[src/rtl/dmem_arb_pkg.sv]
// Shared types and constants for the data-memory arbiter.
package dmem_arb_pkg;

  typedef enum logic {
    ARB  = 1'b0,
    LOCK = 1'b1
  } arb_state_e;

  localparam logic PORT_C = 1'b0;
  localparam logic PORT_B = 1'b1;

  localparam int unsigned ADDR_W_DEF   = 32;
  localparam int unsigned DATA_W_DEF   = 32;
  localparam int unsigned MAX_LOCK_DEF = 8;

endpackage

[src/rtl/arb_pick.sv]
// Winner selection for the data-memory arbiter (purely combinational).
module arb_pick
  import dmem_arb_pkg::*;
(
  input  logic       i_c_req,
  input  logic       i_b_req,
  input  logic       i_last,
  input  arb_state_e i_state,
  input  logic       i_lock_max,
  output logic [1:0] o_win
);

  // One-hot winner: round-robin in ARB, bridge-owned with core escape in LOCK.
  always_comb begin
    o_win = 2'b00;
    if (i_state == LOCK) begin
      if (i_c_req && (i_lock_max || !i_b_req)) begin
        o_win[PORT_C] = 1'b1;
      end else if (i_b_req) begin
        o_win[PORT_B] = 1'b1;
      end
    end else if (i_c_req && i_b_req) begin
      if (i_last == PORT_B) begin
        o_win[PORT_C] = 1'b1;
      end else begin
        o_win[PORT_B] = 1'b1;
      end
    end else begin
      o_win[PORT_C] = i_c_req;
      o_win[PORT_B] = i_b_req;
    end
  end

endmodule

[src/rtl/dmem_arbiter.sv]
// Shares a single-port data memory between the core (C) and the I2C bridge (B).
module dmem_arbiter
  import dmem_arb_pkg::*;
#(
  parameter int unsigned ADDR_W   = ADDR_W_DEF,
  parameter int unsigned DATA_W   = DATA_W_DEF,
  parameter int unsigned MAX_LOCK = MAX_LOCK_DEF
) (
  input  logic              clk,
  input  logic              reset,
  input  logic              c_req,
  input  logic              c_we,
  input  logic [ADDR_W-1:0] c_addr,
  input  logic [DATA_W-1:0] c_wdata,
  output logic              c_gnt,
  output logic              c_stall,
  output logic              c_rvalid,
  output logic [DATA_W-1:0] c_rdata,
  input  logic              b_req,
  input  logic              b_lock,
  input  logic              b_we,
  input  logic [ADDR_W-1:0] b_addr,
  input  logic [DATA_W-1:0] b_wdata,
  output logic              b_gnt,
  output logic              b_rvalid,
  output logic [DATA_W-1:0] b_rdata,
  output logic              mem_we,
  output logic [ADDR_W-1:0] mem_addr,
  output logic [DATA_W-1:0] mem_wdata,
  input  logic [DATA_W-1:0] mem_rdata
);

  localparam int unsigned CNT_W = $clog2(MAX_LOCK + 1);

  arb_state_e        r_state;
  arb_state_e        w_state_nxt;
  logic              r_last;
  logic              w_last_nxt;
  logic [CNT_W-1:0]  r_lock_cnt;
  logic [CNT_W-1:0]  w_lock_cnt_nxt;
  logic              w_lock_max;
  logic [1:0]        w_win;
  logic              w_c_gnt;
  logic              w_b_gnt;
  logic              r_c_rvalid;
  logic              r_b_rvalid;
  logic [DATA_W-1:0] r_c_rdata;
  logic [DATA_W-1:0] r_b_rdata;

  assign w_lock_max = (r_lock_cnt == CNT_W'(MAX_LOCK));

  arb_pick u_pick (
    .i_c_req    (c_req),
    .i_b_req    (b_req),
    .i_last     (r_last),
    .i_state    (r_state),
    .i_lock_max (w_lock_max),
    .o_win      (w_win)
  );

  // Grants are killed immediately while reset is low so no write can commit.
  assign w_c_gnt = reset & w_win[PORT_C];
  assign w_b_gnt = reset & w_win[PORT_B];

  assign c_gnt    = w_c_gnt;
  assign b_gnt    = w_b_gnt;
  assign c_stall  = c_req & ~w_c_gnt;
  assign c_rvalid = r_c_rvalid;
  assign b_rvalid = r_b_rvalid;
  assign c_rdata  = r_c_rdata;
  assign b_rdata  = r_b_rdata;

  // Memory port mux: the granted requester drives the memory, idle is all-zero.
  always_comb begin
    mem_we    = 1'b0;
    mem_addr  = '0;
    mem_wdata = '0;
    if (w_c_gnt) begin
      mem_we    = c_we;
      mem_addr  = c_addr;
      mem_wdata = c_wdata;
    end else if (w_b_gnt) begin
      mem_we    = b_we;
      mem_addr  = b_addr;
      mem_wdata = b_wdata;
    end
  end

  // Arbitration state register.
  always_ff @(posedge clk or negedge reset) begin
    if (!reset) begin
      r_state    <= ARB;
      r_last     <= PORT_B;
      r_lock_cnt <= '0;
    end else begin
      r_state    <= w_state_nxt;
      r_last     <= w_last_nxt;
      r_lock_cnt <= w_lock_cnt_nxt;
    end
  end

  // Next state, last winner and lock counter.
  always_comb begin
    w_state_nxt    = r_state;
    w_last_nxt     = r_last;
    w_lock_cnt_nxt = r_lock_cnt;
    if (w_c_gnt) begin
      w_last_nxt = PORT_C;
    end else if (w_b_gnt) begin
      w_last_nxt = PORT_B;
    end
    case (r_state)
      ARB: begin
        if (w_b_gnt && b_lock) begin
          w_state_nxt    = LOCK;
          w_lock_cnt_nxt = CNT_W'(1);
        end
      end
      LOCK: begin
        if (w_b_gnt && !w_lock_max) begin
          w_lock_cnt_nxt = r_lock_cnt + CNT_W'(1);
        end else if (w_c_gnt) begin
          w_lock_cnt_nxt = '0;
        end
        if (!(b_req && b_lock)) begin
          w_state_nxt    = ARB;
          w_lock_cnt_nxt = '0;
        end
      end
      default: begin
        w_state_nxt = ARB;
      end
    endcase
  end

  // Read capture: data registered on the read-grant edge, valid for one cycle.
  always_ff @(posedge clk or negedge reset) begin
    if (!reset) begin
      r_c_rvalid <= 1'b0;
      r_b_rvalid <= 1'b0;
      r_c_rdata  <= '0;
      r_b_rdata  <= '0;
    end else begin
      r_c_rvalid <= w_c_gnt & ~c_we;
      r_b_rvalid <= w_b_gnt & ~b_we;
      if (w_c_gnt && !c_we) begin
        r_c_rdata <= mem_rdata;
      end
      if (w_b_gnt && !b_we) begin
        r_b_rdata <= mem_rdata;
      end
    end
  end

endmodule

[config.mk]
export PLATFORM = sky130hd
export DESIGN_NAME = dmem_arbiter
export DESIGN_NICKNAME = d
export VERILOG_FILES = /design/src/rtl/dmem_arb_pkg.sv /design/src/rtl/arb_pick.sv /design/src/rtl/dmem_arbiter.sv
export SDC_FILE = /design/constraint.sdc
export NUM_CORES = 1
export LEC_CHECK = 0
export CORE_AREA = 4 4 113 115
export CTS_BUF_LIST = sky130_fd_sc_hd__clkbuf_8 sky130_fd_sc_hd__clkbuf_16
export CTS_CLUSTER_DIAMETER = 40
export CTS_CLUSTER_SIZE = 12
export DETAILED_ROUTE_END_ITERATION = 8
export DIE_AREA = 0 0 117 119
export GPL_TIMING_DRIVEN = 1
export PLACE_DENSITY = 0.77
export SYNTH_ARGS = -nofsm -noshare
export SYNTH_HDL_FRONTEND = slang
export SYNTH_SLANG_ARGS = --single-unit
[constraint.sdc]
create_clock -name clk -period 3 [get_ports clk]
set_input_delay 0.9 -clock clk [delete_from_list [all_inputs] [get_ports clk]]
set_output_delay 0.9 -clock clk [all_outputs]
set_load 0.01 [all_outputs]
# Word level (Yosys, flattened, before mapping)
# Cells that the tools add are included.
# classes
muxes,23
addsub,1
eq_ne,3
bitwise,9
reduce_logical,14
# ops
operator,n
32-bit 2-to-1 mux,4
4-bit 2-to-1 mux,4
1-bit 2-to-1 mux,11
4-bit one-hot mux with 2 select lines,1
1-bit logical AND,7
1-bit AND,5
4-bit by 1-bit adder with 4-bit output (second input constant),1
4-bit equality test (second input constant),1
1-bit logical NOT,4
2-bit 2-to-1 mux,2
4-bit != test (second input constant),1
1-bit inverter,4
2-bit != test (second input constant),1
1-bit one-hot mux with 2 select lines,1
2-bit AND reduction,1
2-bit nonzero test,1
1-bit logical OR,1
# totals
output_inout_bits,134
reg_bits,72
wordCells,57

# Longest topological paths before layout
# Gate-level depths: netlist (run 1).
# logic_depth
ltp_word,10
depth_mapped,8

# Modules after synthesis
# Synthesis (run 1) repeated with hierarchy kept, for this count alone.
# hier_totals
cells_unflattened,397
area_unflattened_um2,3503.4
# modules_own_cells
mod,area_each_um2,cells_each,seq_area_each_um2,n_inst
dmem_arbiter,3477.1,393,1803.0,1
arb_pick,26.3,4,0.0,1

# Worst setup path after synthesis (run 1)
# Ideal clock, no wire load.
# synth_path
kind,input port to output port
startpoint,in c_req
endpoint,out mem_addr[10]
t_arrival_ps,2042
slack_ps,58
required_ps,2100
path_stages,5
cell_sequence,and3b_1 a311oi_2 buf_2 buf_2 a22o_1
# synth_between
elab_chain_cells,6
elab_cells_between_ends,10
# synth_lines
item,line,rtl
start: declaration,dmem_arbiter.sv:11,"input logic c_req,"
1-bit logical AND (on tied branches),"arb_pick.sv:22, arb_pick.sv:17",
2-bit 2-to-1 mux or 1-bit 2-to-1 mux (tied branches),"arb_pick.sv:22, arb_pick.sv:17",
2-bit 2-to-1 mux (*),arb_pick.sv:16,if (i_state == LOCK) begin
1-bit AND,dmem_arbiter.sv:63,assign w_b_gnt = reset & w_win[PORT_B];
32-bit 2-to-1 mux,dmem_arbiter.sv:82,end else if (w_b_gnt) begin
32-bit 2-to-1 mux (*),dmem_arbiter.sv:78,if (w_c_gnt) begin
end: declaration,dmem_arbiter.sv:28,"output logic [ADDR_W-1:0] mem_addr,"
# Every way passes the cells marked *; elsewhere a longest branch is shown, timed or not.

# Worst setup path in the final report (run 1)
# layout_path
startpoint,in c_req
endpoint,out mem_wdata[19]
# layout_between
elab_chain_cells,6
elab_cells_between_ends,10
# layout_lines
item,line,rtl
1-bit logical AND (on tied branches),"arb_pick.sv:22, arb_pick.sv:17",
2-bit 2-to-1 mux or 1-bit 2-to-1 mux (tied branches),"arb_pick.sv:22, arb_pick.sv:17",
2-bit 2-to-1 mux (*),arb_pick.sv:16,
1-bit AND,dmem_arbiter.sv:63,
32-bit 2-to-1 mux,dmem_arbiter.sv:82,
32-bit 2-to-1 mux (*),dmem_arbiter.sv:78,
end: declaration,dmem_arbiter.sv:29,"output logic [DATA_W-1:0] mem_wdata,"
# Marks and branches as above.

==> summary.txt, run 1 <==
Run status
  • Outcome: complete, but fails checks
  • Failing checks: setup timing

Setup path
  • Worst Path Max Fanout: 7
  • Worst reg-to-reg setup slack: 470 ps
  • CP Launch Type: input pin
  • Critical Path RT: around 2100 ps
  • Worst Setup SP: c_req
  • Worst Setup End Kind: output pin
  • Cells on worst reg2reg path: 12
  • Reg2Reg Launch Point: r_lock_cnt[0]
  • Critical R2R Capture: b_rdata[5]
  • Critical path arrival: 2250 ps
  • Critical path type: input pin to output pin

Drt
  • WL/cell: approximately 20 um
  • Vias: about 3,700
  • Pre-antenna DRT Iters: 4
  • Initial DRC Count: 124
  • Vias per cell: 4.85
  • Post-route ant nets: 0
  • Final WL: 15,200 um
  • DRC: 0

Final layout
  • Final core utilization: 63.3%
  • Most frequent cells in the layout: clkdlybuf4s50_1, dfrtp_1, a22o_1
  • Finished Layout Cells: 762
  • Design area: ~7500 um2
  • Commonest non-fill, non-tap cell in the layout: clkdlybuf4s50_1
  • P&R area growth vs syn: 114%
  • Share of layout cells above drive strength 1: around a quarter
  • Nets: 778

Timing
  • Fmax achieved: 318 MHz
  • Worst slew margin: between 30% and 40%
  • Hold_ws: 480 ps
  • Final setup margin: -149 ps
  • Clock Skew: 4.37 ps
  • Final worst-path cycle share: 105%
  • RSZ-0062 raised after global routing: true
  • Final min period: 3150 ps
  • Final count of hold timing violations: 0
  • Final setup fails: 64
  • Setup TNS: -4860 ps
  • Worst-Margin Slew: approximately 930 ps
  • Pins Over Slew Limit: 0

Clock network
  • Worst-skew pair later-pin latency: 320 ps
  • Root buf cell: clkbuf_16
  • Max Root-Sink Buffers: 2
  • H-tree depth: 3
  • CTS sink count: 72
  • TritonCTS clock tree: done
  • Clock-pin slew on the worst setup and hold paths: 50 ps
  • CTS buffer count: 9

Die
  • Initial Utilization: 29.6%
  • Die Span Y: 119 um
  • Core area: around 12,000 um2
  • Die Footprint: 13,900 um2
  • I/O Pins: 301
  • Rows: 40
  • Die X: about 120 um

Synth
  • Mapped Nets: 433
  • Mean post-synth cell area: 13.2 um2
  • Yosys cell types: 29
  • Post-Syn Instances: 264
  • Sequential share of the synthesized area: 51.6%
  • Number of warnings issued by yosys: 0
  • Synthesized area: 3500 um2
  • Synth Register Bits: 72

Placed design
  • RePlAce Congestion: about 0.90
  • Placed Area: 6940 um2
  • Placed cells: 721
  • Placed wire-length estimate: 11,900 um
  • Port Buffers: 300

Power
  • PwrDens: 519 nW/um2
  • Peak supply drop: roughly 0.28 mV
  • Leak: around 3.3 nW

GRT
  • Initial antenna violation count: 1
  • All-Layer GR Usage: 20.8%
  • Largest net degree at the start of global routing: between 70 and 80
  • Vias in the first global route: 4,024
  • Global route overflow: 0
  • First-pass GRT wire length: 22,000 um

Min path
  • HP Class: register to register
  • Hold Crit Start: b_rdata[11]
  • Endpoint with the worst hold slack: b_rdata[11]
  • Hold path cells: 1

Flow run
  • Max cap viols: 0
sequential cells by signal (all words and copies together), names as in the netlist:
name and count:
c_rvalid 1, r_lock_cnt 4, b_rvalid 1, r_last 1
b_rdata 32, r_state 1, c_rdata 32
metrics by stage:
stage          setup slack, ps  total power [mW]
2_1_floorplan             58.0              1.82
3_3_place_gp              -862              2.84
3_5_place_dp              -912              2.89
4_1_cts                   -225              3.92
5_1_grt                   -206              4.08
6_report                  -149              3.88
logic make-up (layout without fill, tap and decap cells):
family	Yosys count	after routing	synth area share [%]
compound gates	77	77	19.2
flops	72	72	51.6
mux	64	64	20.6
buf+inv	26	376	4.11
simple gates	22	22	3.51
fa+ha+maj	2	2	0.715
xor+xnor	1	1	0.250
other cells	0	1	0
cell type report:
class,count,area [um2]
clock buffer,10,239
clock inverter,6,28.8
antenna,1,2.50
sequential,72,1800
tap,147,184
multi-input combinational,166,1620
fill,952,4330
timing repair buffer,357,3590
inverter,3,11.3
layer usage:
layer,global-route usage [%],up-vias,part of all wire (%)
li1,-,1702,-
met1,20.4,1767,34
met2,38.6,201,53
met3,8.08,28,10
met4,7.53,0,3.3
met5,0,-,0
worst max-delay path by stage:
stage          slack (ps)             to  depth (start not counted)
6_report             -150  mem_wdata[19]                          9
2_1_floorplan          60   mem_addr[10]                          5
4_1_cts              -230  mem_wdata[19]                         11
3_3_place_gp         -860  mem_wdata[21]                          7
5_1_grt              -210  mem_wdata[14]                          9
3_5_place_dp         -910  mem_wdata[19]                          7
power by group:
group          internal (mW)  leakage [nW]  switching (mW)
Clock                  0.569         0.142           0.372
Combinational           1.01          2.27           0.587
Sequential              1.22         0.863           0.122
Yosys cell counts:
master	count	share of area, %
a22o_1	65	16
o2bb2ai_1	2	0.50
nor3b_1	3	0.64
buf_4	4	0.86
nand3b_1	1	0.21
buf_6	3	0.97
clkbuf_1	9	0.97
nand3_1	2	0.29
nor2_1	3	0.32
and3b_1	2	0.50
o31a_1	1	0.25
o21ai_0	2	0.29
a221oi_1	1	0.25
or3_1	2	0.36
inv_1	3	0.32
a311oi_1	1	0.25
nand2_1	6	0.64
xor2_1	1	0.25
ha_1	2	0.72
dfstp_2	1	0.75
a211o_1	1	0.25
mux2_1	58	19
buf_2	7	1.0
mux2_2	6	1.9
nor2b_1	3	0.54
a311oi_2	2	0.86
dfrtp_1	71	51
o22ai_1	1	0.18
a21oi_1	1	0.14
timing repair:
action | in CTS | in global routing
pin swaps | 55 | 14
endpoints found under the setup margin | 68 | 68
cloned | 7 | 2
buffers inserted | 21 | 4
resized for setup | 329 | 24
hold buffers | 0 | 0
critical path, cell delays in order:
cell and delay [ps]:
buf_8 100, and3b_2 210, a311oi_4 250, buf_6 160
buf_12 130, buf_12 110, buf_8 100, a22o_1 170
buf_6 120
No activity file was read; power rests on OpenSTA's default activity.
==> run 2, diff against run 1 <==
--- a/config.mk
+++ b/config.mk
@@ -5,14 +5,15 @@
 export SDC_FILE = /design/constraint.sdc
 export NUM_CORES = 1
 export LEC_CHECK = 0
-export CORE_AREA = 4 4 113 115
+export CAP_MARGIN = 20
+export CORE_AREA = 2 2 117 119
 export CTS_BUF_LIST = sky130_fd_sc_hd__clkbuf_8 sky130_fd_sc_hd__clkbuf_16
 export CTS_CLUSTER_DIAMETER = 40
 export CTS_CLUSTER_SIZE = 12
 export DETAILED_ROUTE_END_ITERATION = 8
-export DIE_AREA = 0 0 117 119
+export DIE_AREA = 0 0 119 121
 export GPL_TIMING_DRIVEN = 1
-export PLACE_DENSITY = 0.77
+export PLACE_DENSITY = 0.73
 export SYNTH_ARGS = -nofsm -noshare
 export SYNTH_HDL_FRONTEND = slang
 export SYNTH_SLANG_ARGS = --single-unit
==> constraint.sdc (replaced) <==
create_clock -name clk -period 2.55 [get_ports clk]
set_input_delay 0.765 -clock clk [delete_from_list [all_inputs] [get_ports clk]]
set_output_delay 0.765 -clock clk [all_outputs]
set_load 0.01 [all_outputs]
==> run 2 against run 1 <==
- the flow still finishes with violations (setup timing)
- critical path depth stayed put
- via count is 2.4% higher
- total power is 26% higher
- cell count is 3.1% higher
- setup slack worse by 280 ps
- highest routed layer unchanged
==> summary.txt, run 2 (synthesized netlist as in run 1, its figures left out) <==
Drt
  • Pre-antenna DRT Iters: 4 (unchanged)
  • DRC: 0 (unchanged)
  • Vias: 3,786 (+2.4%)
  • Initial DRC Count: 211 (+70%)
  • Vias per cell: 4.82 (-0.75%)
  • Final WL: 15,800 um (+4.4%)
  • WL/cell: 20.1 um (+1.2%)
  • Post-route ant nets: 0 (unchanged)

Final layout
  • Finished Layout Cells: 786 (+3.1%)
  • Nets: 773 (-0.64%)
  • Share of layout cells above drive strength 1: 30.4% (+4.5 points)
  • Design area: 7560 um2 (+1.0%)
  • Commonest non-fill, non-tap cell in the layout: clkdlybuf4s50_1
  • Most frequent cells in the layout: clkdlybuf4s50_1, dfrtp_1, a22o_1
  • P&R area growth vs syn: 116%

Placed design
  • Port Buffers: 300 (unchanged)
  • Placed wire-length estimate: 12,100 um (+1.6%)
  • RePlAce Congestion: 0.928 (+3.0%)
  • Placed Area: 7030 um2 (+1.2%)
  • Placed cells: 751 (+4.2%)

Timing
  • RSZ-0062 raised after global routing: true
  • Final worst-path cycle share: 117%
  • Pins Over Slew Limit: 0 (unchanged)
  • Fmax achieved: 336 MHz
  • Final setup margin: -424 ps (-275 ps)
  • Hold_ws: 483 ps (+3.44 ps)
  • Final setup fails: 93 (+45%)
  • Worst-Margin Slew: 913 ps (-20.2 ps)
  • Clock Skew: 5.31 ps (+0.942 ps)
  • Worst slew margin: 39.1% (+1.3 points)
  • Final min period: 2970 ps
  • Final count of hold timing violations: 0 (unchanged)

Setup path
  • Critical Path RT: 1790 ps (-310 ps)
  • Crit path max-delay family: buffers and inverters
  • Critical path type: register to output pin
  • Critical path's largest stage delay: 370 ps (+120 ps)
  • Worst Path Max Fanout: 5 (-2)
  • Worst path slowest cell: dfrtp_1
  • Worst Setup End Kind: output pin
  • Reg2Reg Launch Point: r_lock_cnt[1]
  • Top cell by count, worst path: buf_6
  • CP Launch Type: register
  • CP Cell Sequence: inv_2, ha_4, and3b_2, a311oi_4, buf_12, buf_8, buf_6, a22o_1, buf_6
  • Buf/Inv on CP: 5 (-1)
  • Critical path arrival: 2210 ps (-40 ps)
  • Worst Setup SP: r_lock_cnt[1]

Clock network
  • Hold-fix buffers, CTS: 0 (unchanged)
  • Max Root-Sink Buffers: 2 (unchanged)
  • Clock-pin slew on the worst setup and hold paths: 60 ps (about the same)
  • Worst-skew pair later-pin latency: 320 ps (about the same)
  • CTS buffer count: 9 (unchanged)
  • H-tree depth: 3 (unchanged)
  • Root buf cell: clkbuf_16
  • TritonCTS clock tree: done
  • CTS sink count: 72 (unchanged)

Power
  • Leak: 3.34 nW (+1.8%)
  • PwrDens: 648 nW/um2 (+25%)
  • Peak supply drop: 0.396 mV (+43%)

Flow run
  • Max cap viols: 0 (unchanged)

GRT
  • Global route overflow: 0 (unchanged)
  • Initial antenna violation count: 0 (-1)
  • First-pass GRT wire length: 22,700 um (+3.0%)
  • Largest net degree at the start of global routing: 76 (unchanged)
  • Vias in the first global route: 3,931 (-2.3%)
  • All-Layer GR Usage: 20.6% (-0.20 points)

Min path
  • HP Class: register to register
  • Hold Crit Start: c_rdata[7]

Die
  • Die Span Y: 121 um (+1.7%)
  • Rows: 42 (+5.0%)
  • I/O Pins: 301 (unchanged)
  • Core area: 13,100 um2 (+11%)
  • Die X: 119 um (+1.7%)
  • Die Footprint: 14,400 um2 (+3.4%)
  • Initial Utilization: 26.7% (-2.9 points)

Run status
  • Failing checks: setup timing
  • Outcome: complete, but fails checks
[run 2: worst register-to-register path, cell delays in order, from the launching register on]
cell	delay, ps
dfrtp_1	370
inv_2	60
ha_4	150
and3b_2	230
a311oi_4	360
buf_12	170
buf_8	130
clkbuf_16	140
buf_6	100
nor2b_4	190
buf_12	150
clkbuf_16	160
mux2_4	300
[run 2: through the flow]
stage | util, % | total power [mW] | TNS [ps] | setup slack (ps)
detailed placement | 53.7 | 3.42 | -105240 | -1130
global placement | 53.7 | 3.36 | -98130 | -1080
CTS | 56.0 | 4.80 | -25320 | -440
global route | 57.7 | 5.13 | -31530 | -511
finish | 57.8 | 4.89 | -22800 | -424
floorplan | - | 2.15 | -791 | -39.5
[run 2: final timing paths]
path	endpoint	slack, ps	cells past startpoint
max in group asynchronous	c_rdata[2]	1210	2
min in group asynchronous	r_lock_cnt[2]	750	2
hold / removal	c_rdata[7]	480	1
setup reg to reg	b_rdata[26]	-90	12
setup / recovery	mem_wdata[21]	-420	9
hold reg to reg	c_rdata[7]	480	1
[run 2: what timing repair did]
| action | CTS | global route |
|---|---|---|
| endpoints found under the setup margin | 132 | 100 |
| pin swaps | 35 | 22 |
| resized for setup | 320 | 43 |
| setup buffers | 15 | 4 |
| cloned | 2 | 5 |
[run 2: where the power goes]
| group | total, mW | switching, mW | leakage (nW) | internal (mW) |
|---|---|---|---|---|
| clock network | 1.36 | 0.452 | 0.165 | 0.907 |
| registers | 1.59 | 0.163 | 0.863 | 1.43 |
| logic | 1.94 | 0.690 | 2.31 | 1.25 |
| total | 4.89 | 1.31 | 3.34 | 3.59 |
[run 2: final cells by class]
cell class,count,area [um2]
multi-input cells,166,1730
diodes,1,2.50
clock buffers,11,253
fillers,1108,5530
clock inverters,5,78.8
well taps,176,220
flip-flops and latches,72,1800
repair buffers,352,3450
inverters,3,11.3
[run 2: per-layer routing]
| metal | wire [um] | up-vias | track usage, % | part of all wire (%) |
|---|---|---|---|---|
| li1 | - | 1701 | - | - |
| met1 | 5510 | 1842 | 21.3 | 35 |
| met2 | 8510 | 216 | 38.3 | 54 |
| met3 | 1310 | 27 | 6.77 | 8.3 |
| met4 | 483 | 0 | 8.18 | 3.1 |
| met5 | 0 | - | 0 | 0 |
